### src/rtl/pipeline_ex_muldiv_if.sv
// Handshake bundle between the EX stage and the multi-cycle M-extension unit.
// The master issues requests and drains results; the slave is the unit itself.
interface pipeline_ex_muldiv_if #(
  parameter int DATA_WIDTH = 64
);
  logic                  in_valid;
  logic                  in_ready;
  logic [2:0]            funct3;
  logic                  is_word_op;
  logic [DATA_WIDTH-1:0] r1_val;
  logic [DATA_WIDTH-1:0] r2_val;
  logic [4:0]            dst_reg;
  logic                  kill;
  logic                  out_valid;
  logic                  out_ready;
  logic [DATA_WIDTH-1:0] ex_res;
  logic [4:0]            out_dst_reg;
  logic                  busy;

  modport master (
    output in_valid, funct3, is_word_op, r1_val, r2_val, dst_reg, kill, out_ready,
    input  in_ready, out_valid, ex_res, out_dst_reg, busy
  );

  modport slave (
    input  in_valid, funct3, is_word_op, r1_val, r2_val, dst_reg, kill, out_ready,
    output in_ready, out_valid, ex_res, out_dst_reg, busy
  );
endinterface

### src/rtl/pipeline_ex_muldiv.sv
// Iterative RISC-V M-extension unit: shift-add multiply and restoring divide on operand
// magnitudes, one bit per cycle, followed by a sign-fixup cycle.
module pipeline_ex_muldiv #(
  parameter int DATA_WIDTH  = 64,
  parameter bit WORD_OPS_EN = 1'b1
) (
  input logic                 clk,
  input logic                 reset,
  pipeline_ex_muldiv_if.slave bus
);
  localparam int W       = DATA_WIDTH;
  localparam bit WORD_EN = WORD_OPS_EN && (DATA_WIDTH == 64);

  typedef enum logic [1:0] {IDLE, CALC, FIX, DONE} state_t;

  state_t       state;
  logic [6:0]   cnt;
  logic [2:0]   op_f3;
  logic         op_word;
  logic         op_neg;
  logic [W-1:0] op_a;
  logic [W-1:0] op_b;
  logic [W-1:0] hi;
  logic [W-1:0] lo;
  logic [4:0]   dst_q;
  logic         out_valid_q;
  logic [W-1:0] ex_res_q;
  logic [4:0]   out_dst_q;

  // Word results always sign-extend bit 31, even for the unsigned forms.
  function automatic logic [W-1:0] fin(input logic word, input logic [W-1:0] v);
    return word ? W'($signed(v[31:0])) : v;
  endfunction

  logic         req_word;
  logic         signed_a;
  logic         signed_b;
  logic         sign_a;
  logic         sign_b;
  logic         b_zero;
  logic         overflow;
  logic         special;
  logic         req_neg;
  logic [W-1:0] a_ext;
  logic [W-1:0] b_ext;
  logic [W-1:0] mag_a;
  logic [W-1:0] mag_b;
  logic [W-1:0] min_neg;
  logic [W-1:0] special_res;
  logic [6:0]   iter_last;

  always_comb begin
    req_word    = bus.is_word_op && WORD_EN;
    signed_a    = bus.funct3 inside {3'b001, 3'b010, 3'b100, 3'b110};
    signed_b    = bus.funct3 inside {3'b001, 3'b100, 3'b110};
    a_ext       = bus.r1_val;
    b_ext       = bus.r2_val;
    if (req_word) begin
      a_ext = signed_a ? W'($signed(bus.r1_val[31:0])) : W'(bus.r1_val[31:0]);
      b_ext = signed_b ? W'($signed(bus.r2_val[31:0])) : W'(bus.r2_val[31:0]);
    end
    sign_a      = signed_a && a_ext[W-1];
    sign_b      = signed_b && b_ext[W-1];
    mag_a       = sign_a ? -a_ext : a_ext;
    mag_b       = sign_b ? -b_ext : b_ext;
    min_neg     = req_word ? W'($signed(32'h8000_0000)) : {1'b1, {(W-1){1'b0}}};
    b_zero      = (b_ext == '0);
    overflow    = bus.funct3[2] && !bus.funct3[0] && (a_ext == min_neg) && (b_ext == '1);
    req_neg     = (bus.funct3[2] && bus.funct3[1]) ? sign_a : (sign_a ^ sign_b);
    iter_last   = req_word ? 7'd31 : 7'(W - 1);
    special     = 1'b0;
    special_res = '0;
    if (req_word && (bus.funct3 inside {3'b001, 3'b010, 3'b011})) begin
      special = 1'b1;
    end else if (bus.funct3[2] && b_zero) begin
      special     = 1'b1;
      special_res = bus.funct3[1] ? fin(req_word, a_ext) : '1;
    end else if (overflow) begin
      special     = 1'b1;
      special_res = bus.funct3[1] ? '0 : a_ext;
    end
  end

  logic [W:0]     mul_sum;
  logic [W:0]     div_shift;
  logic           div_take;
  logic [2*W-1:0] prod_full;
  logic [2*W-1:0] prod_fix;
  logic [W-1:0]   mul_pick;
  logic [W-1:0]   div_pick;
  logic [W-1:0]   fix_res;

  // A word multiply only shifts 32 times, so its product sits 32 bits up in {hi, lo}.
  always_comb begin
    mul_sum   = {1'b0, hi} + (lo[0] ? {1'b0, op_a} : '0);
    div_shift = {hi, lo[W-1]};
    div_take  = (div_shift >= {1'b0, op_b});
    prod_full = op_word ? ({hi, lo} >> 32) : {hi, lo};
    prod_fix  = op_neg ? -prod_full : prod_full;
    mul_pick  = (op_f3[1:0] == 2'b00) ? prod_fix[W-1:0] : prod_fix[2*W-1:W];
    div_pick  = op_f3[1] ? hi : lo;
    if (op_neg) begin
      div_pick = -div_pick;
    end
    fix_res   = op_f3[2] ? fin(op_word, div_pick) : fin(op_word, mul_pick);
  end

  always_ff @(posedge clk) begin
    if (!reset) begin
      state       <= IDLE;
      cnt         <= '0;
      op_f3       <= '0;
      op_word     <= 1'b0;
      op_neg      <= 1'b0;
      op_a        <= '0;
      op_b        <= '0;
      hi          <= '0;
      lo          <= '0;
      dst_q       <= '0;
      out_valid_q <= 1'b0;
      ex_res_q    <= '0;
      out_dst_q   <= '0;
    end else begin
      case (state)
        IDLE: begin
          if (bus.in_valid && !bus.kill) begin
            op_f3   <= bus.funct3;
            op_word <= req_word;
            op_neg  <= req_neg;
            op_a    <= mag_a;
            op_b    <= mag_b;
            dst_q   <= bus.dst_reg;
            cnt     <= iter_last;
            if (special) begin
              state       <= DONE;
              out_valid_q <= 1'b1;
              ex_res_q    <= special_res;
              out_dst_q   <= bus.dst_reg;
            end else begin
              state <= CALC;
              hi    <= '0;
              // The dividend is left-aligned so a 32-step word divide still consumes its MSB first.
              lo    <= bus.funct3[2] ? (req_word ? (mag_a << 32) : mag_a) : mag_b;
            end
          end
        end
        CALC: begin
          if (bus.kill) begin
            state <= IDLE;
          end else begin
            if (op_f3[2]) begin
              hi <= div_take ? W'(div_shift - {1'b0, op_b}) : div_shift[W-1:0];
              lo <= {lo[W-2:0], div_take};
            end else begin
              hi <= mul_sum[W:1];
              lo <= {mul_sum[0], lo[W-1:1]};
            end
            if (cnt == '0) begin
              state <= FIX;
            end else begin
              cnt <= cnt - 7'd1;
            end
          end
        end
        FIX: begin
          if (bus.kill) begin
            state <= IDLE;
          end else begin
            state       <= DONE;
            out_valid_q <= 1'b1;
            ex_res_q    <= fix_res;
            out_dst_q   <= dst_q;
          end
        end
        DONE: begin
          if (bus.kill || bus.out_ready) begin
            state       <= IDLE;
            out_valid_q <= 1'b0;
          end
        end
        default: begin
          state       <= IDLE;
          out_valid_q <= 1'b0;
        end
      endcase
    end
  end

  assign bus.in_ready    = (state == IDLE);
  assign bus.busy        = (state != IDLE);
  assign bus.out_valid   = out_valid_q;
  assign bus.ex_res      = ex_res_q;
  assign bus.out_dst_reg = out_dst_q;
endmodule

### src/flat_wrapper.sv
// flat-port wrapper written by rule: the top's interface ports become plain ports
module pipeline_ex_muldiv_flat 
#(
  parameter int DATA_WIDTH  = 64,
  parameter bit WORD_OPS_EN = 1'b1
)
  (clk, reset, bus_in_valid, bus_funct3, bus_is_word_op, bus_r1_val, bus_r2_val, bus_dst_reg, bus_kill, bus_out_ready, bus_in_ready, bus_out_valid, bus_ex_res, bus_out_dst_reg, bus_busy);
  pipeline_ex_muldiv_if #(.DATA_WIDTH(DATA_WIDTH)) bus_i ();
  input logic clk;
  input logic reset;
  input wire logic [$bits(bus_i.in_valid)-1:0] bus_in_valid;
  input wire logic [$bits(bus_i.funct3)-1:0] bus_funct3;
  input wire logic [$bits(bus_i.is_word_op)-1:0] bus_is_word_op;
  input wire logic [$bits(bus_i.r1_val)-1:0] bus_r1_val;
  input wire logic [$bits(bus_i.r2_val)-1:0] bus_r2_val;
  input wire logic [$bits(bus_i.dst_reg)-1:0] bus_dst_reg;
  input wire logic [$bits(bus_i.kill)-1:0] bus_kill;
  input wire logic [$bits(bus_i.out_ready)-1:0] bus_out_ready;
  output wire logic [$bits(bus_i.in_ready)-1:0] bus_in_ready;
  output wire logic [$bits(bus_i.out_valid)-1:0] bus_out_valid;
  output wire logic [$bits(bus_i.ex_res)-1:0] bus_ex_res;
  output wire logic [$bits(bus_i.out_dst_reg)-1:0] bus_out_dst_reg;
  output wire logic [$bits(bus_i.busy)-1:0] bus_busy;
  assign bus_i.in_valid = bus_in_valid;
  assign bus_i.funct3 = bus_funct3;
  assign bus_i.is_word_op = bus_is_word_op;
  assign bus_i.r1_val = bus_r1_val;
  assign bus_i.r2_val = bus_r2_val;
  assign bus_i.dst_reg = bus_dst_reg;
  assign bus_i.kill = bus_kill;
  assign bus_i.out_ready = bus_out_ready;
  assign bus_in_ready = bus_i.in_ready;
  assign bus_out_valid = bus_i.out_valid;
  assign bus_ex_res = bus_i.ex_res;
  assign bus_out_dst_reg = bus_i.out_dst_reg;
  assign bus_busy = bus_i.busy;
  pipeline_ex_muldiv #(.DATA_WIDTH(DATA_WIDTH), .WORD_OPS_EN(WORD_OPS_EN)) u_core (.clk(clk), .reset(reset), .bus(bus_i));
endmodule
### config.mk
export PLATFORM = sky130hd
export DESIGN_NAME = pipeline_ex_muldiv_flat
export DESIGN_NICKNAME = d
export VERILOG_FILES = /design/src/rtl/pipeline_ex_muldiv_if.sv /design/src/rtl/pipeline_ex_muldiv.sv /design/src/flat_wrapper.sv
export SDC_FILE = /design/constraint.sdc
export NUM_CORES = 2
export LEC_CHECK = 0
export ABC_AREA = 0
export CELL_PAD_IN_SITES_DETAIL_PLACEMENT = 1
export CELL_PAD_IN_SITES_GLOBAL_PLACEMENT = 2
export CORE_MARGIN = 2
export CORE_UTILIZATION = 38
export DETAILED_ROUTE_END_ITERATION = 8
export PLACE_DENSITY_LB_ADDON = 0.1
export REMOVE_ABC_BUFFERS = 1
export SLEW_MARGIN = 5
export SYNTH_ARGS = -nofsm -noshare
export SYNTH_HDL_FRONTEND = slang
export SYNTH_SLANG_ARGS = --single-unit
### constraint.sdc
create_clock -name clk -period 16.8 [get_ports clk]
set_input_delay 3.36 -clock clk [delete_from_list [all_inputs] [get_ports clk]]
set_output_delay 3.36 -clock clk [all_outputs]
set_load 0.01 [all_outputs]
==> out/results.ini <==
[worst_setup_path]
required_ps = 17330
reg2reg_slack_ps = 9360
crit_fanout = 61
critical_path.slowest_cell = or4_1
crit_arrival_ps = 9140
crit_path_cell_trace = clkdlybuf4s50_1 -> or4_4 -> or4_1 -> or3_1 -> or4_1 -> and3_4 -> a21oi_4 -> buf_4 -> and2_2 -> buf_4 -> a222oi_1 -> o21ai_0
crit-reg2reg-capture = u_core.bus.ex_res[60]
start_kind = input port
crit_path_end_kind = flop
cp-startpoint = bus_r2_val[16]
worstReg2RegStart = u_core.op_word
cpPeakStageDelay_ps = 730
crit_type = input port to flop
reg2reg_depth = 12

[cts]
clk_latency_ps = 630
cts_buffers = 46
cts_buffer_depth = 3
cts-root-buf = clkbuf_16
cts_hold_buf = 0
clkSlewWorstSetupHoldPaths_ps = 50
cts-resized-gates = 0
h-tree-depth = 2
cts_tree = done
post-cts-setup-buffer-count = 0
clock_sinks = 345

[detailed_routing]
drc = 0
post_drt_wl_per_cell_um = 33.67
via_per_inst = 6.746
wl_mm = 226.8
drtIter0Drc = 5578
vias = 45440
drt_first_pass_iters = 8
ant_nets = 0

[placed_design]
place_congestion = 1.035
hpwl_mm = 175.2
port_buffers = 213
place_inst = 6645

[grt]
antenna_found_initial = 21
grt_pass1_vias = 43300
grt_first_pass_wirelength_mm = 319.1
grt_max_degree = 168
track_usage_pct = 43.07
gr-total-overflow = 0

[logic_synthesis]
synth_top_area_share_pct = 18.48
synth_edf_count = 0
synth.distinct_cells = 95
ys_seq_area_share_pct = 18.48
avgSynthCellArea_um2 = 6.855
synthTopCellsByArea = dfxtp_1, a21oi_1, o21ai_0
ys.flop_type = dfxtp_1
yosys_warnings = 0
synth_area_um2 = 37370
syn_inst = 5451
ys_async_sr_fraction_pct = 0
ys_ff_latch = 345
yosys.area.top_type = dfxtp_1

[sta]
finClkSkew_ps = 23.80
tightest_slew_ps = 1271
post-route-period-util_pct = 51.23
hold_viol = 0
max_freq_ghz = 0.1162
slew_headroom_pct = 14.97
tns_ps = 0
finalSetupViolations = 0
rsz0062_at_grt = no
final_max_slew_viol_count = 0
min_period_ps = 8607

[status]
status = complete, no violations

[floorplanning]
start_util_pct = 38.13
core-area_um2 = 97990
boundaryPins = 214
num_rows = 115
die_h_um = 317.6
die_area_um2 = 100900
die_width_um = 317.6

[power]
power.leakage_uw = 0.01530
max-vdd-ir-drop_mv = 0.06399
pwr_density_cell_nw_per_um2 = 80.79

[worst_hold_path]
worst_hold_startpoint = u_core.op_a[59]
hold_end = u_core.op_a[59]
hold_path_class = flop to flop
hold_depth = 2

[layout]
fin_cells = 6736
fillers = 12420
drive_above_1_share_pct = 7.466
final_nets = 5685
layout-area-overhead-vs-synth_pct = 13.26

[run]
drv_cap = 0

[logic make-up (layout without fill, tap and decap cells)]
group                      count (synthesis)  count (layout)  share of synthesized area, %
DFF                                      345             345                         18.48
and+or+nand+nor                         1984            1984                         25.33
xor gates and xnor gates                 351             351                         8.227
adders and majority gates                137             137                         4.628
other                                      0              11                             0
muxes                                    227             227                         6.211
buffers and inverters                    623             610                         6.590
AOI/OAI and AO/OA                       1784            1784                         30.53
[per-layer routing]
metal	share of wire, %	GRT usage, %
met1	41	57.05
met2	41	62.68
met3	12	12.97
met5	0.090	0
met4	5.9	22.38
[through the flow]
| step | worst slack [ps] | hold WS (ps) | instance area (um2) | utilization, % | power (uW) |
|---|---|---|---|---|---|
| after detailed placement | 7656 | 446.4 | 40680 | 41.51 | 2276 |
| after global routing | 8020 | 482.8 | 42290 | 43.16 | 3515 |
| after floorplan | 4966 | 431.7 | 35410 | - | 1702 |
| after CTS | 8286 | 454.2 | 42290 | 43.16 | 3358 |
| final | 8193 | 450.1 | 42320 | 43.19 | 3419 |
| after global placement | 7758 | 444.3 | 40680 | 41.51 | 2267 |
[worst max-delay path by stage]
stage | end | cells past startpoint | slack [ps]
after floorplan | u_core.cnt[6] | 8 | 4970
after global placement | u_core.hi[37] | 13 | 7760
after detailed placement | u_core.hi[44] | 12 | 7660
after CTS | u_core.hi[44] | 12 | 8290
after global routing | u_core.hi[21] | 12 | 8020
final | u_core.hi[21] | 12 | 8190
[report_power, final]
part	internal, uW	switching, uW	total (uW)
logic	433	932	1360
clock network	658	429	1090
registers	873	95.4	968
total	1960	1460	3420
[critical path, delay by kind of cell]
| family | cells | cell delay (ps) |
|---|---|---|
| and+or+nand+nor | 6 | 3380 |
| buffers and inverters | 3 | 1770 |
| AOI/OAI and AO/OA | 3 | 480 |
[cell usage after synthesis, types with 58 or more instances]
| cell type | number |
|---|---|
| xor2_1 | 153 |
| o21ai_0 | 440 |
| nor4_1 | 63 |
| a21oi_1 | 486 |
| o211ai_1 | 70 |
| buf_2 | 58 |
| dfxtp_1 | 345 |
| a21o_1 | 84 |
| a31oi_1 | 69 |
| and2_1 | 93 |
| nand2_1 | 546 |
| o31ai_1 | 65 |
| xnor2_1 | 198 |
| nand3_1 | 128 |
| o221ai_1 | 63 |
| nor2_1 | 572 |
| mux2i_1 | 188 |
| inv_1 | 130 |
| clkbuf_1 | 388 |
| a211oi_1 | 130 |
| nand4_1 | 62 |
| nor3_1 | 218 |
| ha_1 | 135 |
[cell usage in the layout (no fill, tap or decap), types with 65 or more instances in the layout]
cell / count
nor2_1: 564
nand2_1: 545
a21oi_1: 482
o21ai_0: 440
dfxtp_1: 340
nor3_1: 216
clkdlybuf4s50_1: 210
xnor2_1: 195
mux2i_1: 188
buf_4: 183
xor2_1: 152
ha_1: 135
a211oi_1: 130
inv_1: 129
nand3_1: 127
and2_1: 92
a21o_1: 84
o211ai_1: 70
a31oi_1: 69
o31ai_1: 65
[final cells by class]
class / instances / area [um2] / area share, %
repair buffers: 396 / 3506 / 8.284
flip-flops and latches: 345 / 6923 / 16.36
clock buffers: 62 / 1324 / 3.128
diodes: 11 / 27.53 / 0.06504
well taps: 1287 / 1610 / 3.805
inverters: 134 / 508.0 / 1.200
multi-input cells: 4483 / 28140 / 66.49
clock inverters: 18 / 285.3 / 0.6741
Power figures use the tool's default switching activity.
